### src/rtl/pdm_audio_pkg.sv
`default_nettype none
// +----------------------------------------------------------------------+
// | pdm_audio_pkg : shared sizing and state encoding for pdm_pcm_pwm     |
// | Rev 1.0                                                              |
// +----------------------------------------------------------------------+
package pdm_audio_pkg;

    localparam int FRAME_W    = 128;
    localparam int CHUNK_W    = 8;
    localparam int PWM_BITS   = 8;
    localparam int FIFO_DEPTH = 4;

    localparam int ACC_W    = $clog2(FRAME_W) + 1;
    localparam int LVL_W    = $clog2(FIFO_DEPTH) + 1;
    localparam int N_CHUNKS = FRAME_W / CHUNK_W;
    localparam int IDX_W    = (N_CHUNKS > 1) ? $clog2(N_CHUNKS) : 1;
    localparam int SCALE_SH = PWM_BITS - $clog2(FRAME_W);

    typedef enum logic [1:0] {
        IDLE  = 2'd0,
        COUNT = 2'd1,
        PUSH  = 2'd2
    } state_e;

endpackage
`default_nettype wire

### src/rtl/sample_fifo.sv
`default_nettype none
// +----------------------------------------------------------------------+
// | sample_fifo : synchronous FIFO, read-before-write when full,         |
// | occupancy output and a write-dropped pulse.  Rev 1.0                 |
// +----------------------------------------------------------------------+
module sample_fifo #(
    parameter int WIDTH = 8,
    parameter int DEPTH = 4
) (
    input  logic                     clk,
    input  logic                     reset,
    input  logic                     wr_en_i,
    input  logic [WIDTH-1:0]         wr_data_i,
    input  logic                     rd_en_i,
    output logic [WIDTH-1:0]         rd_data_o,
    output logic [$clog2(DEPTH):0]   level_o,
    output logic                     empty_o,
    output logic                     wr_drop_o
);
    localparam int AW = (DEPTH > 1) ? $clog2(DEPTH) : 1;
    localparam int LW = $clog2(DEPTH) + 1;

    logic [WIDTH-1:0] mem_q [DEPTH];
    logic [AW-1:0]    wr_ptr_q;
    logic [AW-1:0]    rd_ptr_q;
    logic [LW-1:0]    level_q;
    logic             full;
    logic             do_rd;
    logic             do_wr;

    function automatic logic [AW-1:0] bump(input logic [AW-1:0] p);
        return (p == AW'(DEPTH - 1)) ? '0 : p + AW'(1);
    endfunction

    assign empty_o   = (level_q == '0);
    assign full      = (level_q == LW'(DEPTH));
    // A pop in the same cycle frees the slot, so a full FIFO still accepts.
    assign do_rd     = rd_en_i & ~empty_o;
    assign do_wr     = wr_en_i & (~full | do_rd);
    assign wr_drop_o = wr_en_i & ~do_wr;
    assign rd_data_o = mem_q[rd_ptr_q];
    assign level_o   = level_q;

    always_ff @(posedge clk) begin
        if (reset) begin
            wr_ptr_q <= '0;
            rd_ptr_q <= '0;
            level_q  <= '0;
        end else begin
            if (do_wr) wr_ptr_q <= bump(wr_ptr_q);
            if (do_rd) rd_ptr_q <= bump(rd_ptr_q);
            level_q <= level_q + LW'(do_wr) - LW'(do_rd);
        end
    end

    always_ff @(posedge clk) begin
        if (do_wr) mem_q[wr_ptr_q] <= wr_data_i;
    end

endmodule
`default_nettype wire

### src/rtl/pdm_pcm_pwm.sv
`default_nettype none
// +----------------------------------------------------------------------+
// | pdm_pcm_pwm : PDM frame -> ones-count PCM sample -> FIFO -> PWM pin  |
// | Rev 1.0                                                              |
// +----------------------------------------------------------------------+
module pdm_pcm_pwm
    import pdm_audio_pkg::*;
(
    input  logic                clk,
    input  logic                reset,
    input  logic [FRAME_W-1:0]  frame,
    input  logic                done,
    output logic                pwm_out,
    output logic [PWM_BITS-1:0] sample,
    output logic                sample_valid,
    output logic [LVL_W-1:0]    fifo_level,
    output logic                busy,
    output logic                overrun,
    output logic                underrun
);
    localparam int SC_W = PWM_BITS + 1;

    state_e              state_q, state_d;
    logic [FRAME_W-1:0]  frame_q, frame_d;
    logic [ACC_W-1:0]    acc_q, acc_d;
    logic [IDX_W-1:0]    idx_q, idx_d;
    logic [PWM_BITS-1:0] sample_q, sample_d;
    logic                valid_q, valid_d;
    logic                done_q;

    logic [ACC_W-1:0]    chunk_ones;
    logic [ACC_W-1:0]    acc_sum;
    logic [SC_W-1:0]     scaled;
    logic [PWM_BITS-1:0] sat_sample;
    logic                start_edge;
    logic                frame_drop;
    logic                fifo_wr;

    logic [PWM_BITS-1:0] cnt_q;
    logic [PWM_BITS-1:0] duty_q;
    logic                pwm_q;
    logic                over_q;
    logic                under_q;
    logic                wrap;
    logic                fifo_empty;
    logic                fifo_drop;
    logic [PWM_BITS-1:0] fifo_rd_data;

    assign start_edge = done & ~done_q;

    // The latched frame is shifted down each COUNT cycle, so the low chunk is always next.
    always_comb begin
        chunk_ones = '0;
        for (int i = 0; i < CHUNK_W; i++) begin
            chunk_ones = chunk_ones + ACC_W'(frame_q[i]);
        end
    end

    assign acc_sum    = acc_q + chunk_ones;
    assign scaled     = SC_W'(acc_sum) << SCALE_SH;
    assign sat_sample = scaled[PWM_BITS] ? '1 : scaled[PWM_BITS-1:0];

    always_comb begin
        state_d    = state_q;
        frame_d    = frame_q;
        acc_d      = acc_q;
        idx_d      = idx_q;
        sample_d   = sample_q;
        valid_d    = 1'b0;
        fifo_wr    = 1'b0;
        frame_drop = start_edge & (state_q != IDLE);
        case (state_q)
            IDLE: begin
                if (start_edge) begin
                    frame_d = frame;
                    acc_d   = '0;
                    idx_d   = '0;
                    state_d = COUNT;
                end
            end
            COUNT: begin
                frame_d = frame_q >> CHUNK_W;
                acc_d   = acc_sum;
                idx_d   = idx_q + IDX_W'(1);
                if (idx_q == IDX_W'(N_CHUNKS - 1)) begin
                    sample_d = sat_sample;
                    valid_d  = 1'b1;
                    state_d  = PUSH;
                end
            end
            PUSH: begin
                fifo_wr = 1'b1;
                state_d = IDLE;
            end
            default: state_d = IDLE;
        endcase
    end

    always_ff @(posedge clk) begin
        if (reset) begin
            state_q  <= IDLE;
            frame_q  <= '0;
            acc_q    <= '0;
            idx_q    <= '0;
            sample_q <= '0;
            valid_q  <= 1'b0;
            done_q   <= 1'b0;
        end else begin
            state_q  <= state_d;
            frame_q  <= frame_d;
            acc_q    <= acc_d;
            idx_q    <= idx_d;
            sample_q <= sample_d;
            valid_q  <= valid_d;
            done_q   <= done;
        end
    end

    sample_fifo #(
        .WIDTH (PWM_BITS),
        .DEPTH (FIFO_DEPTH)
    ) u_fifo (
        .clk       (clk),
        .reset     (reset),
        .wr_en_i   (fifo_wr),
        .wr_data_i (sample_q),
        .rd_en_i   (wrap),
        .rd_data_o (fifo_rd_data),
        .level_o   (fifo_level),
        .empty_o   (fifo_empty),
        .wr_drop_o (fifo_drop)
    );

    assign wrap = (cnt_q == '1);

    // Duty is only reloaded on the last count of a period, so each period is glitch-free.
    always_ff @(posedge clk) begin
        if (reset) begin
            cnt_q   <= '0;
            duty_q  <= '0;
            pwm_q   <= 1'b0;
            over_q  <= 1'b0;
            under_q <= 1'b0;
        end else begin
            cnt_q <= cnt_q + PWM_BITS'(1);
            pwm_q <= (cnt_q < duty_q);
            if (wrap) begin
                if (!fifo_empty) duty_q  <= fifo_rd_data;
                else             under_q <= 1'b1;
            end
            if (frame_drop || fifo_drop) over_q <= 1'b1;
        end
    end

    assign pwm_out      = pwm_q;
    assign sample       = sample_q;
    assign sample_valid = valid_q;
    assign busy         = (state_q != IDLE);
    assign overrun      = over_q;
    assign underrun     = under_q;

endmodule
`default_nettype wire
### config.mk
export PLATFORM = sky130hd
export DESIGN_NAME = pdm_pcm_pwm
export DESIGN_NICKNAME = d
export VERILOG_FILES = /design/src/rtl/pdm_audio_pkg.sv /design/src/rtl/sample_fifo.sv /design/src/rtl/pdm_pcm_pwm.sv
export SDC_FILE = /design/constraint.sdc
export NUM_CORES = 1
export LEC_CHECK = 0
export ABC_AREA = 1
export BUFFER_PORTS_ARGS = -buffer_cell sky130_fd_sc_hd__buf_2
export CAP_MARGIN = 20
export CORE_MARGIN = 1.5
export CORE_UTILIZATION = 50
export CTS_CLUSTER_SIZE = 14
export DETAILED_ROUTE_END_ITERATION = 16
export GPL_ROUTABILITY_DRIVEN = 0
export PLACE_DENSITY = 0.72
export SKIP_CTS_REPAIR_TIMING = 1
export SLEW_MARGIN = 20
export SYNTH_ARGS = -nofsm -noshare
export SYNTH_HDL_FRONTEND = slang
export SYNTH_SLANG_ARGS = --single-unit
### constraint.sdc
create_clock -name clk -period 8.8 [get_ports clk]
set_input_delay 0.88 -clock clk [delete_from_list [all_inputs] [get_ports clk]]
set_output_delay 0.88 -clock clk [all_outputs]
set_load 0.05 [all_outputs]
==> results.md <==
- The endpoint class of the critical path is a register.
- The ratio of cells with drive above 1 in the final layout is 18.3%.
- The tightest min-delay check is of the reg -> reg type.
- The number of vias in the routed layout is ~7200.
- Measured against its own limit, the worst slew margin works out to about 37%.
- Clock tree synthesis inserted a total of 22 buffers.
- The area of the core is 0.0168 sq mm.
- The worst setup skew after layout is 0.0115 ns.
- The proportion of total power due to net switching is between 20% and 30%.
- Clock latency on the worst-skew pair, taken at its later pin, is a little under 0.5 ns.
- The final worst setup slack is roughly 5.5 ns.
- The x dimension of the die is 135 um.
- The final wirelength is approximately 20000 um.
- Clock tree synthesis found a total of 210 sinks.
- The final routed wire length divided by cell count is between 15 and 20 um.
- The post-CTS clock slew at the launch and capture registers of the worst setup and hold paths is 0.06 ns.
- The run finished with clean final reports.
- 147 I/O pins were placed.
- The async set or reset register ratio after synthesis is 0%.
- The final net count is ~1300.
- The library cells used most frequently in the layout, excluding fill and tap cells, are 225 x sky130_fd_sc_hd__nor2_1, 178 x sky130_fd_sc_hd__dfxtp_1, 146 x sky130_fd_sc_hd__buf_2.
- The wire length of the first global-routing pass is 32500 um.
- The reported leakage power is ~4.2 nW.
- Internal power comes to around 1.7 mW.
- The data arrival time of the critical path is ~3.7 ns.
- Prior to clock tree synthesis, the placed netlist has a worst setup slack of 5.57 ns.
- The number of vias per cell is about 5.4.
- The number of buffers added on ports is between 100 and 150.
- STA classifies the critical path startpoint as a register.
- The wire-length estimate of the detail-placed layout is 13300 um.
- The commonest register cell after synthesis is sky130_fd_sc_hd__dfxtp_1.
- The max-slew violation count is 0.
- The instance count of the mapped netlist is 988.
- At the pin with the least slew margin, the transition time is between 0.9 and 1 ns.
- In this run the power density over the cells is 226 mW/mm^2.
- The post-route minimum period is between 3 and 4 ns.
- The top cell type by area accounts for between 40 and 50% of the synthesized area.
- In the post-synthesis netlist, the biggest area contributors are sky130_fd_sc_hd__dfxtp_1 41%, sky130_fd_sc_hd__edfxtp_1 11%, sky130_fd_sc_hd__nor2_1 9.8%.
- The count of different cell masters after synthesis is 38.
- The setup slack of the worst register-to-register path is 5.54 ns.
- The power dissipated by switching net loads is about 0.55 mW.
- The first detailed-routing pass took 5 iterations.
- The worst-case IR drop observed on VDD is 0.000140 V.
- The total number of H-tree levels is 1.
- The sequential-to-total area share from yosys stat is 52.3%.
- The clock network burns 42.5% of the power.
- The final hold violation count is 0.
- The number of warnings printed during yosys synthesis is 0.
- The combinational power share is around 11%.
- Global routing finished with a remaining overflow of 0.
- The upper clock frequency limit is roughly 300 MHz.
- The type of the setup path with the least slack is reg -> reg.
- Entering global routing, the biggest net connects 89 pins.
- The via count of the first global-routing pass is ~6700.
- In this run the worst path has a maximum fanout of 3.
- In the finished design, the share of the clock period the worst path needs comes to 37.0%.
- The fraction of power consumed by sequential logic is a little under half.
- The final-report setup violation count is 0.
- The number of nets produced by synthesis is about 1100.
- The height of the chip is around 130 um.
- The number of enable flip-flop cells after synthesis is 32.
- The biggest area consumer among synthesized cells is sky130_fd_sc_hd__dfxtp_1.
- Setup total negative slack on the finished layout was measured at 0 ns.
- The TritonCTS clock tree is yes.
- In this run the deepest clock path goes through 3 buffers.
- Setup repair after global routing left no endpoint under its margin.
- The average cell area after synthesis is between 8 and 9 sq um.
- Counting flops and latches in the post-synthesis netlist gives 210.
- The count of nets left with antenna violations once routing finished came out at 0.
- The initial detailed-routing violation count is roughly 470.
- The tree is rooted in a sky130_fd_sc_hd__clkbuf_16.
- Compared with the post-synthesis result, the final layout area differs by 17.5%.
- The initial core utilization is between 50 and 60%.
- Summing every instance area after synthesis gives between 0.008 and 0.009 sq mm.
- The tool flagged a number of max-cap violations equal to 0.
- The floorplan has 47 rows.
- The initial antenna violation count is 6.
- The combined global-route utilization of all metal layers is roughly 22%.
- The required time of the critical path is just over 9 ns.
- After detailed routing, the number of remaining DRC violations is 0.
- The floorplan die area is ~0.018 sq mm.
- The most common library cell in the layout ignoring fill and taps is sky130_fd_sc_hd__nor2_1.
cells in the mapped netlist, drive strengths merged, types with 2 or more instances:
| cell type | instances |
|---|---|
| nor2 | 228 |
| buf | 41 |
| edfxtp | 32 |
| nor3b | 2 |
| xor2 | 4 |
| a211oi | 2 |
| fa | 6 |
| inv | 51 |
| nand2 | 139 |
| nand3 | 18 |
| dfxtp | 178 |
| a22oi | 23 |
| o32ai | 8 |
| a31oi | 17 |
| clkbuf | 26 |
| o221ai | 80 |
| or2 | 3 |
| xnor2 | 2 |
| o21ai | 27 |
| ha | 22 |
| a21oi | 68 |
| nand4 | 6 |
per-layer routing:
metal | wire, um | part of all wire (%) | vias to the layer above | GRT usage [%]
met2 | 10400 | 51 | 170 | 39.0
met3 | 1050 | 5.1 | 28 | 4.58
met1 | 8680 | 42 | 3390 | 27.0
met5 | 10 | 0.049 | - | 0
met4 | 412 | 2.0 | 2 | 6.57
li1 | - | - | 3643 | -
power by group through the flow:
| stage | Combinational [mW] | Clock, mW | Sequential, mW |
|---|---|---|---|
| 6_report | 0.250 | 0.976 | 1.07 |
| 3_5_place_dp | 0.247 | 0 | 1.09 |
| 5_1_grt | 0.283 | 1.03 | 1.07 |
| 4_1_cts | 0.249 | 0.990 | 1.07 |
| 3_3_place_gp | 0.245 | 0 | 1.09 |
| 2_1_floorplan | 0.184 | 0 | 1.08 |
critical path, stage by stage, from the launching register on:
cell and delay (ns):
sky130_fd_sc_hd__dfxtp_1 0.33, sky130_fd_sc_hd__fa_1 0.53, sky130_fd_sc_hd__inv_1 0.05, sky130_fd_sc_hd__fa_1 0.49, sky130_fd_sc_hd__fa_1 0.43, sky130_fd_sc_hd__fa_1 0.36
sky130_fd_sc_hd__inv_1 0.09, sky130_fd_sc_hd__fa_1 0.20, sky130_fd_sc_hd__nand3_1 0.10, sky130_fd_sc_hd__nand2_1 0.10, sky130_fd_sc_hd__nand2_1 0.09, sky130_fd_sc_hd__o21bai_1 0.17
sky130_fd_sc_hd__nand3_1 0.09, sky130_fd_sc_hd__a21oi_1 0.14
through the flow:
stage / area, sq um / cells / total power, mW / utilization (%) / hold slack (ns)
final: 10200 / 1336 / 2.29 / 60.7 / 0.464
after global routing: 10200 / 1336 / 2.39 / 60.7 / 0.481
after CTS: 10100 / 1331 / 2.31 / 60.5 / 0.465
after detailed placement: 9370 / 1292 / 1.34 / 55.9 / 0.456
after global placement: 9370 / 1292 / 1.33 / 55.9 / 0.448
after floorplan: 8650 / 988 / 1.26 / - / 0.427
kinds of logic after synthesis:
group	share of synthesized area [%]
AOI/OAI and AO/OA	18.0
xor gates and xnor gates	0.607
adders and majority gates	4.57
buffers and inverters	6.06
DFF	52.3
muxes	0.116
and+or+nand+nor	18.4
final timing paths:
kind | startpoint | end | depth (start not counted)
min | frame_q[51] | frame_q[51] | 2
min reg2reg | frame_q[51] | frame_q[51] | 2
max reg2reg | frame_q[0] | acc_q[6] | 13
max | frame_q[0] | acc_q[6] | 13
registers in the layout, indices dropped and copies added (netlist names), 2 cells and up:
signal / cells
u_fifo.level_o: 3
frame_q: 128
acc_q: 8
u_fifo.wr_ptr_q: 2
cnt_q: 8
idx_q: 4
duty_q: 8
u_fifo.mem_q: 32
sample: 8
state_q: 2
u_fifo.rd_ptr_q: 2
final cells by class:
type | instances | area [sq um]
multi-input cells | 660 | 3610
fillers | 1536 | 6590
well taps | 220 | 275
diodes | 4 | 10.0
clock inverters | 9 | 145
clock buffers | 30 | 623
inverters | 51 | 191
repair buffers | 152 | 788
flip-flops and latches | 210 | 4520
(Power assumes the default switching activity.)
